File: src/rtl/sc_microseq_pkg.sv
// Shared definitions for the sc_microsequencer slice: microword field
// positions, COND encodings, flag positions, FSM state encoding and the
// opcode-decode address helper.
package sc_microseq_pkg;

  localparam int ADDR_W   = 11;
  localparam int IR_W     = 32;

  // Microword field bit positions
  localparam int RD_BIT   = 19;
  localparam int WR_BIT   = 18;
  localparam int COND_HI  = 13;
  localparam int COND_LO  = 11;
  localparam int JADDR_HI = 10;
  localparam int JADDR_LO = 0;

  // Flag positions inside the {N,Z,V,C} bus
  localparam int FLAG_N   = 3;
  localparam int FLAG_Z   = 2;
  localparam int FLAG_V   = 1;
  localparam int FLAG_C   = 0;

  // IR bit tested by COND_IR13
  localparam int IR_TEST_BIT = 13;

  // COND encodings
  localparam logic [2:0] COND_NEXT   = 3'b000;
  localparam logic [2:0] COND_N      = 3'b001;
  localparam logic [2:0] COND_Z      = 3'b010;
  localparam logic [2:0] COND_V      = 3'b011;
  localparam logic [2:0] COND_C      = 3'b100;
  localparam logic [2:0] COND_IR13   = 3'b101;
  localparam logic [2:0] COND_JUMP   = 3'b110;
  localparam logic [2:0] COND_DECODE = 3'b111;

  // FSM state encoding
  localparam logic [0:0] ST_RUN      = 1'b0;
  localparam logic [0:0] ST_MEM_WAIT = 1'b1;

  // Opcode dispatch target: {1, op, op3, 00} places each op/op3 routine on a
  // 4-word boundary in the upper half of the control store.
  function automatic logic [ADDR_W-1:0] decode_addr(input logic [IR_W-1:0] ir);
    return {1'b1, ir[31:30], ir[24:19], 2'b00};
  endfunction

endpackage

File: src/rtl/sc_microseq_next_addr.sv
// Purely combinational next-microaddress selector: sequential increment,
// flag/IR-conditional branches, unconditional jump and opcode decode.
module sc_microseq_next_addr
  import sc_microseq_pkg::*;
(
  input  logic [ADDR_W-1:0] csar_i,
  input  logic [2:0]        cond_i,
  input  logic [ADDR_W-1:0] jaddr_i,
  input  logic [3:0]        flags_i,
  input  logic [IR_W-1:0]   ir_i,
  output logic [ADDR_W-1:0] next_addr_o
);

  logic [ADDR_W-1:0] seq_addr_s;
  logic [ADDR_W-1:0] dec_addr_s;
  logic              unused_ir_s;

  // Increment wraps modulo 2^11, so 2047 rolls over to 0.
  assign seq_addr_s  = csar_i + 11'd1;
  assign dec_addr_s  = decode_addr(ir_i);
  assign unused_ir_s = ^{ir_i[29:25], ir_i[18:14], ir_i[12:0]};

  // Select the next microaddress according to the COND field.
  always_comb begin
    next_addr_o = seq_addr_s;
    case (cond_i)
      COND_NEXT:   next_addr_o = seq_addr_s;
      COND_N:      next_addr_o = flags_i[FLAG_N]    ? jaddr_i : seq_addr_s;
      COND_Z:      next_addr_o = flags_i[FLAG_Z]    ? jaddr_i : seq_addr_s;
      COND_V:      next_addr_o = flags_i[FLAG_V]    ? jaddr_i : seq_addr_s;
      COND_C:      next_addr_o = flags_i[FLAG_C]    ? jaddr_i : seq_addr_s;
      COND_IR13:   next_addr_o = ir_i[IR_TEST_BIT]  ? jaddr_i : seq_addr_s;
      COND_JUMP:   next_addr_o = jaddr_i;
      COND_DECODE: next_addr_o = dec_addr_s;
      default:     next_addr_o = seq_addr_s;
    endcase
  end

endmodule

File: src/rtl/sc_microsequencer.sv
// Microsequencer top: owns the control-store address register (CSAR), a
// two-state RUN / MEM_WAIT FSM that stalls on RD/WR microwords until the
// memory acknowledges, and the commit strobe gating datapath writes.
// Optional build macro CC_MICROSEQUENCER_PERFCNT_EN adds saturating
// commit and memory-wait cycle counters.
module sc_microsequencer
  import sc_microseq_pkg::*;
#(
  parameter int DATAWIDTH_MICROWORD = 41,
  parameter int DATAWIDTH_ADDRESS   = 11,
  parameter int DATAWIDTH_IR        = 32
) (
  input  logic                           CC_MICROSEQUENCER_CLOCK_50,
  input  logic                           CC_MICROSEQUENCER_RESET_InHigh,
  input  logic [DATAWIDTH_MICROWORD-1:0] CC_MICROSEQUENCER_microword_InBUS,
  input  logic [DATAWIDTH_IR-1:0]        CC_MICROSEQUENCER_ir_InBUS,
  input  logic [3:0]                     CC_MICROSEQUENCER_flags_InBUS,
  input  logic                           CC_MICROSEQUENCER_memAck_In,
  output logic [DATAWIDTH_ADDRESS-1:0]   CC_MICROSEQUENCER_address_OutBUS,
  output logic                           CC_MICROSEQUENCER_commit_Out,
  output logic                           CC_MICROSEQUENCER_memReq_Out,
  output logic                           CC_MICROSEQUENCER_memWe_Out
`ifdef CC_MICROSEQUENCER_PERFCNT_EN
  ,
  output logic [31:0]                    CC_MICROSEQUENCER_commitCount_OutBUS,
  output logic [31:0]                    CC_MICROSEQUENCER_waitCount_OutBUS
`endif
);

  logic                         clk;
  logic                         rst;
  logic [DATAWIDTH_MICROWORD-1:0] mw_s;

  logic [0:0]                   state_q, state_d;
  logic [DATAWIDTH_ADDRESS-1:0] csar_q, csar_d;
  logic [DATAWIDTH_ADDRESS-1:0] next_addr_s;

  logic                         rd_s, wr_s, mem_op_s;
  logic                         commit_raw_s, commit_s;
  logic                         mem_req_s, mem_we_s;
  logic                         unused_mw_s;

  assign clk         = CC_MICROSEQUENCER_CLOCK_50;
  assign rst         = CC_MICROSEQUENCER_RESET_InHigh;
  assign mw_s        = CC_MICROSEQUENCER_microword_InBUS;

  assign rd_s        = mw_s[RD_BIT];
  assign wr_s        = mw_s[WR_BIT];
  assign mem_op_s    = rd_s | wr_s;
  // Datapath fields are consumed elsewhere; only sequencing fields are used here.
  assign unused_mw_s = ^{mw_s[40:20], mw_s[17:14]};

  sc_microseq_next_addr u_next_addr (
    .csar_i      (csar_q),
    .cond_i      (mw_s[COND_HI:COND_LO]),
    .jaddr_i     (mw_s[JADDR_HI:JADDR_LO]),
    .flags_i     (CC_MICROSEQUENCER_flags_InBUS),
    .ir_i        (CC_MICROSEQUENCER_ir_InBUS),
    .next_addr_o (next_addr_s)
  );

  // FSM next-state, CSAR update and handshake decode from state plus current word.
  always_comb begin
    state_d      = state_q;
    csar_d       = csar_q;
    commit_raw_s = 1'b0;
    mem_req_s    = 1'b0;
    mem_we_s     = 1'b0;
    case (state_q)
      ST_RUN: begin
        // memAck is deliberately not looked at in RUN.
        if (mem_op_s) begin
          state_d = ST_MEM_WAIT;
        end else begin
          commit_raw_s = 1'b1;
          csar_d       = next_addr_s;
        end
      end
      ST_MEM_WAIT: begin
        mem_req_s = 1'b1;
        // RD and WR together resolve to a write.
        mem_we_s  = wr_s;
        if (CC_MICROSEQUENCER_memAck_In) begin
          commit_raw_s = 1'b1;
          csar_d       = next_addr_s;
          state_d      = ST_RUN;
        end else begin
          state_d = ST_MEM_WAIT;
        end
      end
      default: begin
        state_d = ST_RUN;
      end
    endcase
  end

  // No datapath write may slip through while reset is held.
  assign commit_s = commit_raw_s & ~rst;

  // State and CSAR registers with synchronous reset.
  always_ff @(posedge clk) begin
    if (rst) begin
      state_q <= ST_RUN;
      csar_q  <= {DATAWIDTH_ADDRESS{1'b0}};
    end else begin
      state_q <= state_d;
      csar_q  <= csar_d;
    end
  end

  assign CC_MICROSEQUENCER_address_OutBUS = csar_q;
  assign CC_MICROSEQUENCER_commit_Out     = commit_s;
  assign CC_MICROSEQUENCER_memReq_Out     = mem_req_s;
  assign CC_MICROSEQUENCER_memWe_Out      = mem_we_s;

`ifdef CC_MICROSEQUENCER_PERFCNT_EN
  logic [31:0] commit_cnt_q;
  logic [31:0] wait_cnt_q;

  // Saturating counters of commits and of un-acknowledged MEM_WAIT cycles.
  always_ff @(posedge clk) begin
    if (rst) begin
      commit_cnt_q <= 32'd0;
      wait_cnt_q   <= 32'd0;
    end else begin
      if (commit_s && (commit_cnt_q != 32'hFFFF_FFFF)) begin
        commit_cnt_q <= commit_cnt_q + 32'd1;
      end else begin
        commit_cnt_q <= commit_cnt_q;
      end
      if ((state_q == ST_MEM_WAIT) && !CC_MICROSEQUENCER_memAck_In &&
          (wait_cnt_q != 32'hFFFF_FFFF)) begin
        wait_cnt_q <= wait_cnt_q + 32'd1;
      end else begin
        wait_cnt_q <= wait_cnt_q;
      end
    end
  end

  assign CC_MICROSEQUENCER_commitCount_OutBUS = commit_cnt_q;
  assign CC_MICROSEQUENCER_waitCount_OutBUS   = wait_cnt_q;
`endif

endmodule

File: config.mk
export PLATFORM = sky130hd
export DESIGN_NAME = sc_microsequencer
export DESIGN_NICKNAME = d
export VERILOG_FILES = /design/src/rtl/sc_microseq_pkg.sv /design/src/rtl/sc_microseq_next_addr.sv /design/src/rtl/sc_microsequencer.sv
export SDC_FILE = /design/constraint.sdc
export NUM_CORES = 1
export LEC_CHECK = 0
export BUFFER_PORTS_ARGS = -buffer_cell sky130_fd_sc_hd__clkbuf_2
export CORE_MARGIN = 3
export CORE_UTILIZATION = 34
export DETAILED_ROUTE_END_ITERATION = 10
export MAX_ROUTING_LAYER = met4
export PLACE_DENSITY = 0.8
export SLEW_MARGIN = 10
export SYNTH_ARGS = -nofsm -noshare
export SYNTH_HDL_FRONTEND = slang
export SYNTH_SLANG_ARGS = --single-unit
File: constraint.sdc
create_clock -name CC_MICROSEQUENCER_CLOCK_50 -period 2.4 [get_ports CC_MICROSEQUENCER_CLOCK_50]
set_input_delay 0.6 -clock CC_MICROSEQUENCER_CLOCK_50 [delete_from_list [all_inputs] [get_ports CC_MICROSEQUENCER_CLOCK_50]]
set_output_delay 0.6 -clock CC_MICROSEQUENCER_CLOCK_50 [all_outputs]
set_load 0.02 [all_outputs]
==> results.tsv <==
stage	metric	value	unit
outcome	status	completed	
timing	whs	0.541	ns
cells_and_area	layout_common_cells	clkbuf_2, nand3_1, dfxtp_1, nand2_1	
cells_and_area	multi_input_area	589	um^2
worst_setup_path	timing.rr.end	CC_MICROSEQUENCER_address_OutBUS[8]$_SDFFE_PP0P_	
job	cap_violations	0	
floorplan	core_region_area	0.00232	mm^2
place	portBuffers	45	
cells_and_area	layout_commonest_cell	clkbuf_2	
global_routing	grt_max_degree	15	
cts	postCtsSetupBuffers	0	
cts	clock_latency	0.27	ns
floorplan	die_h	56.4	um
pwr	leakage	0.534	nW
yosys	ys_seq_area_frac	0.278	
place	pre_cts_slack	0.205	ns
worst_setup_path	worstPathArrival	1.38	ns
cells_and_area	diodes	0	
global_routing	grt_pass1_vias	930	
route	first_pass_iters	4	
timing	hold_viol_final	0	
timing	tightest_slew	0.445	ns
cells_and_area	fillers	230	
timing	setup_violations	0	
timing	min_period	1.98	ns
timing	fin_skew	0.00113	ns
route	num_vias	1004	
cts	clk_pin_slew_worst_paths	0.08	ns
yosys	synth-seq-cells	12	
place	dp.cells	176	
yosys	synth_area	865	um^2
hold_path	hold_class	flop to flop	
hold_path	whs_path_depth	1	
worst_setup_path	path_class	primary input to output port	
worst_setup_path	cp_data_required_time	1.80	ns
cts	cts_hold_buf	0	
worst_setup_path	path_cells	clkbuf_2 > nor3_1 > a21oi_1 > nor2_1 > clkbuf_2	
pwr	power_density	489	mW/mm^2
timing	fin_ws	0.418	ns
yosys	synth_cells	105	
route	viasPerCell	5.58	
cells_and_area	layout.nets	234	
yosys	yosys.cell_types.count	36	
yosys	synth_edf_count	0	
timing	relSlewSlack	0.696	
route	wl_per_cell	13.6	um
cts	cts_max_path_buffers	2	
worst_setup_path	cp_slowest_cell	nor3_1	
place	hpwl	1940	um
floorplan	num_io_pins	94	
timing	max_freq	505	MHz
cells_and_area	fin_cells	180	
worst_setup_path	critPathTopFamily	simple AND/OR/NAND/NOR gates	
worst_setup_path	ff2ff_path_depth	6	
yosys	ys_warn_count	0	
yosys	syn-num-nets	186	
cts	cts_tree	yes	
global_routing	grt_pass1_wl	4020	um
timing	tns	0	ns
cts	cts_sinks	12	
worst_setup_path	cp_slowest_stage_delay	0.24	ns
route	drc	0	
timing	drv_slew	0	
worst_setup_path	cpMostUsedCell	clkbuf_2	
cells_and_area	area_growth	33.7	%
floorplan	std_cell_rows	17	
timing	rsz0062_at_grt	false	
global_routing	antenna_found_initial	0	
global_routing	grt-ovfl-total	0	
worst_setup_path	r2r-start	CC_MICROSEQUENCER_address_OutBUS[0]$_SDFFE_PP0P_	
cts	cts-root-buf	clkbuf_4	
floorplan	die_area	0.00318	mm^2
cts	numCtsBuffers	3	
route	ant_nets	0	
worst_setup_path	cp-start-kind	primary input	
yosys	synth_ff_type	dfxtp_1	
hold_path	hold-path-endpoint	CC_MICROSEQUENCER_address_OutBUS[10]$_SDFFE_PP0P_	
cells_and_area	drive_above_1_share	0.388	
worst_setup_path	end_kind	output port	
cts	htreeDepth	1	
yosys	avgSynthCellArea	8.23	um^2
worst_setup_path	crit_buf_inv	2	
global_routing	grt_usage	0.155	
route	wl	2450	um
floorplan	fp.dieW	56.4	um
pwr	ir_drop	0.369	mV
route	drtIter0Drc	28	
timing	finalCritPeriodShare	0.826	
worst_setup_path	rrSetupSlack	0.59	ns
floorplan	initial_utilization	0.373	
hold_path	hp-start	CC_MICROSEQUENCER_address_OutBUS[10]$_SDFFE_PP0P_	
place	routabilityCongestion	0.883	
yosys	async_flop_share	0	
worst_setup_path	cp_max_fo	3	
cts	cts_resized	0	
cells_and_area	seq_area	240	um^2
[flip-flops by register name, summed over array words and instances (netlist names)]
register	count
CC_MICROSEQUENCER_address_OutBUS	11
state_q	1
[power by group]
group          total [mW]  internal, mW  switching, mW
combinational       0.163        0.0722         0.0907
sequential          0.241         0.216         0.0248
clock               0.161        0.0921         0.0690
total               0.565         0.381          0.184
[stage by stage]
step / power [mW] / instance area (um^2) / util
2_1_floorplan: 0.340 / 865 / -
3_3_place_gp: 0.403 / 1120 / 0.483
3_5_place_dp: 0.408 / 1120 / 0.483
4_1_cts: 0.569 / 1160 / 0.499
5_1_grt: 0.601 / 1160 / 0.499
6_report: 0.565 / 1160 / 0.499
[cell families after synthesis]
kind of cell / share of synthesized area
flip-flops: 0.278
buffers and inverters: 0.0405
AO/OA/AOI/OAI: 0.278
XOR/XNOR: 0.0709
multiplexers: 0.0420
adder cells (fa/ha/maj): 0.0145
AND/OR/NAND/NOR: 0.276
[worst max path at each step]
stage | from | end | slack (ns) | cells past startpoint
6_report | CC_MICROSEQUENCER_microword_InBUS[19] | CC_MICROSEQUENCER_commit_Out | 0.42 | 5
5_1_grt | CC_MICROSEQUENCER_microword_InBUS[18] | CC_MICROSEQUENCER_commit_Out | 0.30 | 5
4_1_cts | CC_MICROSEQUENCER_microword_InBUS[19] | CC_MICROSEQUENCER_commit_Out | 0.40 | 5
3_5_place_dp | CC_MICROSEQUENCER_microword_InBUS[11] | CC_MICROSEQUENCER_address_OutBUS[5]$_SDFFE_PP0P_ | 0.21 | 6
3_3_place_gp | CC_MICROSEQUENCER_microword_InBUS[11] | CC_MICROSEQUENCER_address_OutBUS[9]$_SDFFE_PP0P_ | 0.27 | 6
2_1_floorplan | CC_MICROSEQUENCER_microword_InBUS[11] | CC_MICROSEQUENCER_address_OutBUS[1]$_SDFFE_PP0P_ | 0.42 | 6
[layout make-up]
cell class	count	share of cell area
flip-flops and latches	12	0.208
clock buffers	4	0.0314
well taps	28	0.0303
inverters	2	0.00649
multi-input cells	86	0.510
repair buffers	48	0.214
[layer usage]
metal,share of wire,routed length [um],global-route usage,vias to the layer above
met5,0,0,-,-
li1,-,-,-,496
met4,0,0,0.0407,0
met1,0.42,1020,0.194,465
met2,0.51,1250,0.257,43
met3,0.076,187,0.0253,0
[cell usage after synthesis, types with 2 or more instances]
library cell  instances  area (um^2)
and3_1                2         12.5
clkbuf_1              3         11.3
a21oi_1               8         40.0
nor3_1                4         20.0
xnor2_1               4         35.0
dfxtp_1              12          240
o21ai_0               3         15.0
a221o_1               8         80.1
inv_1                 2         7.51
nor2_1                6         22.5
nand3_1              13         65.1
xor2_1                3         26.3
a211o_1               2         17.5
nor3_2                2         20.0
nand2_1              12         45.0
Power figures use the tool's default switching activity.
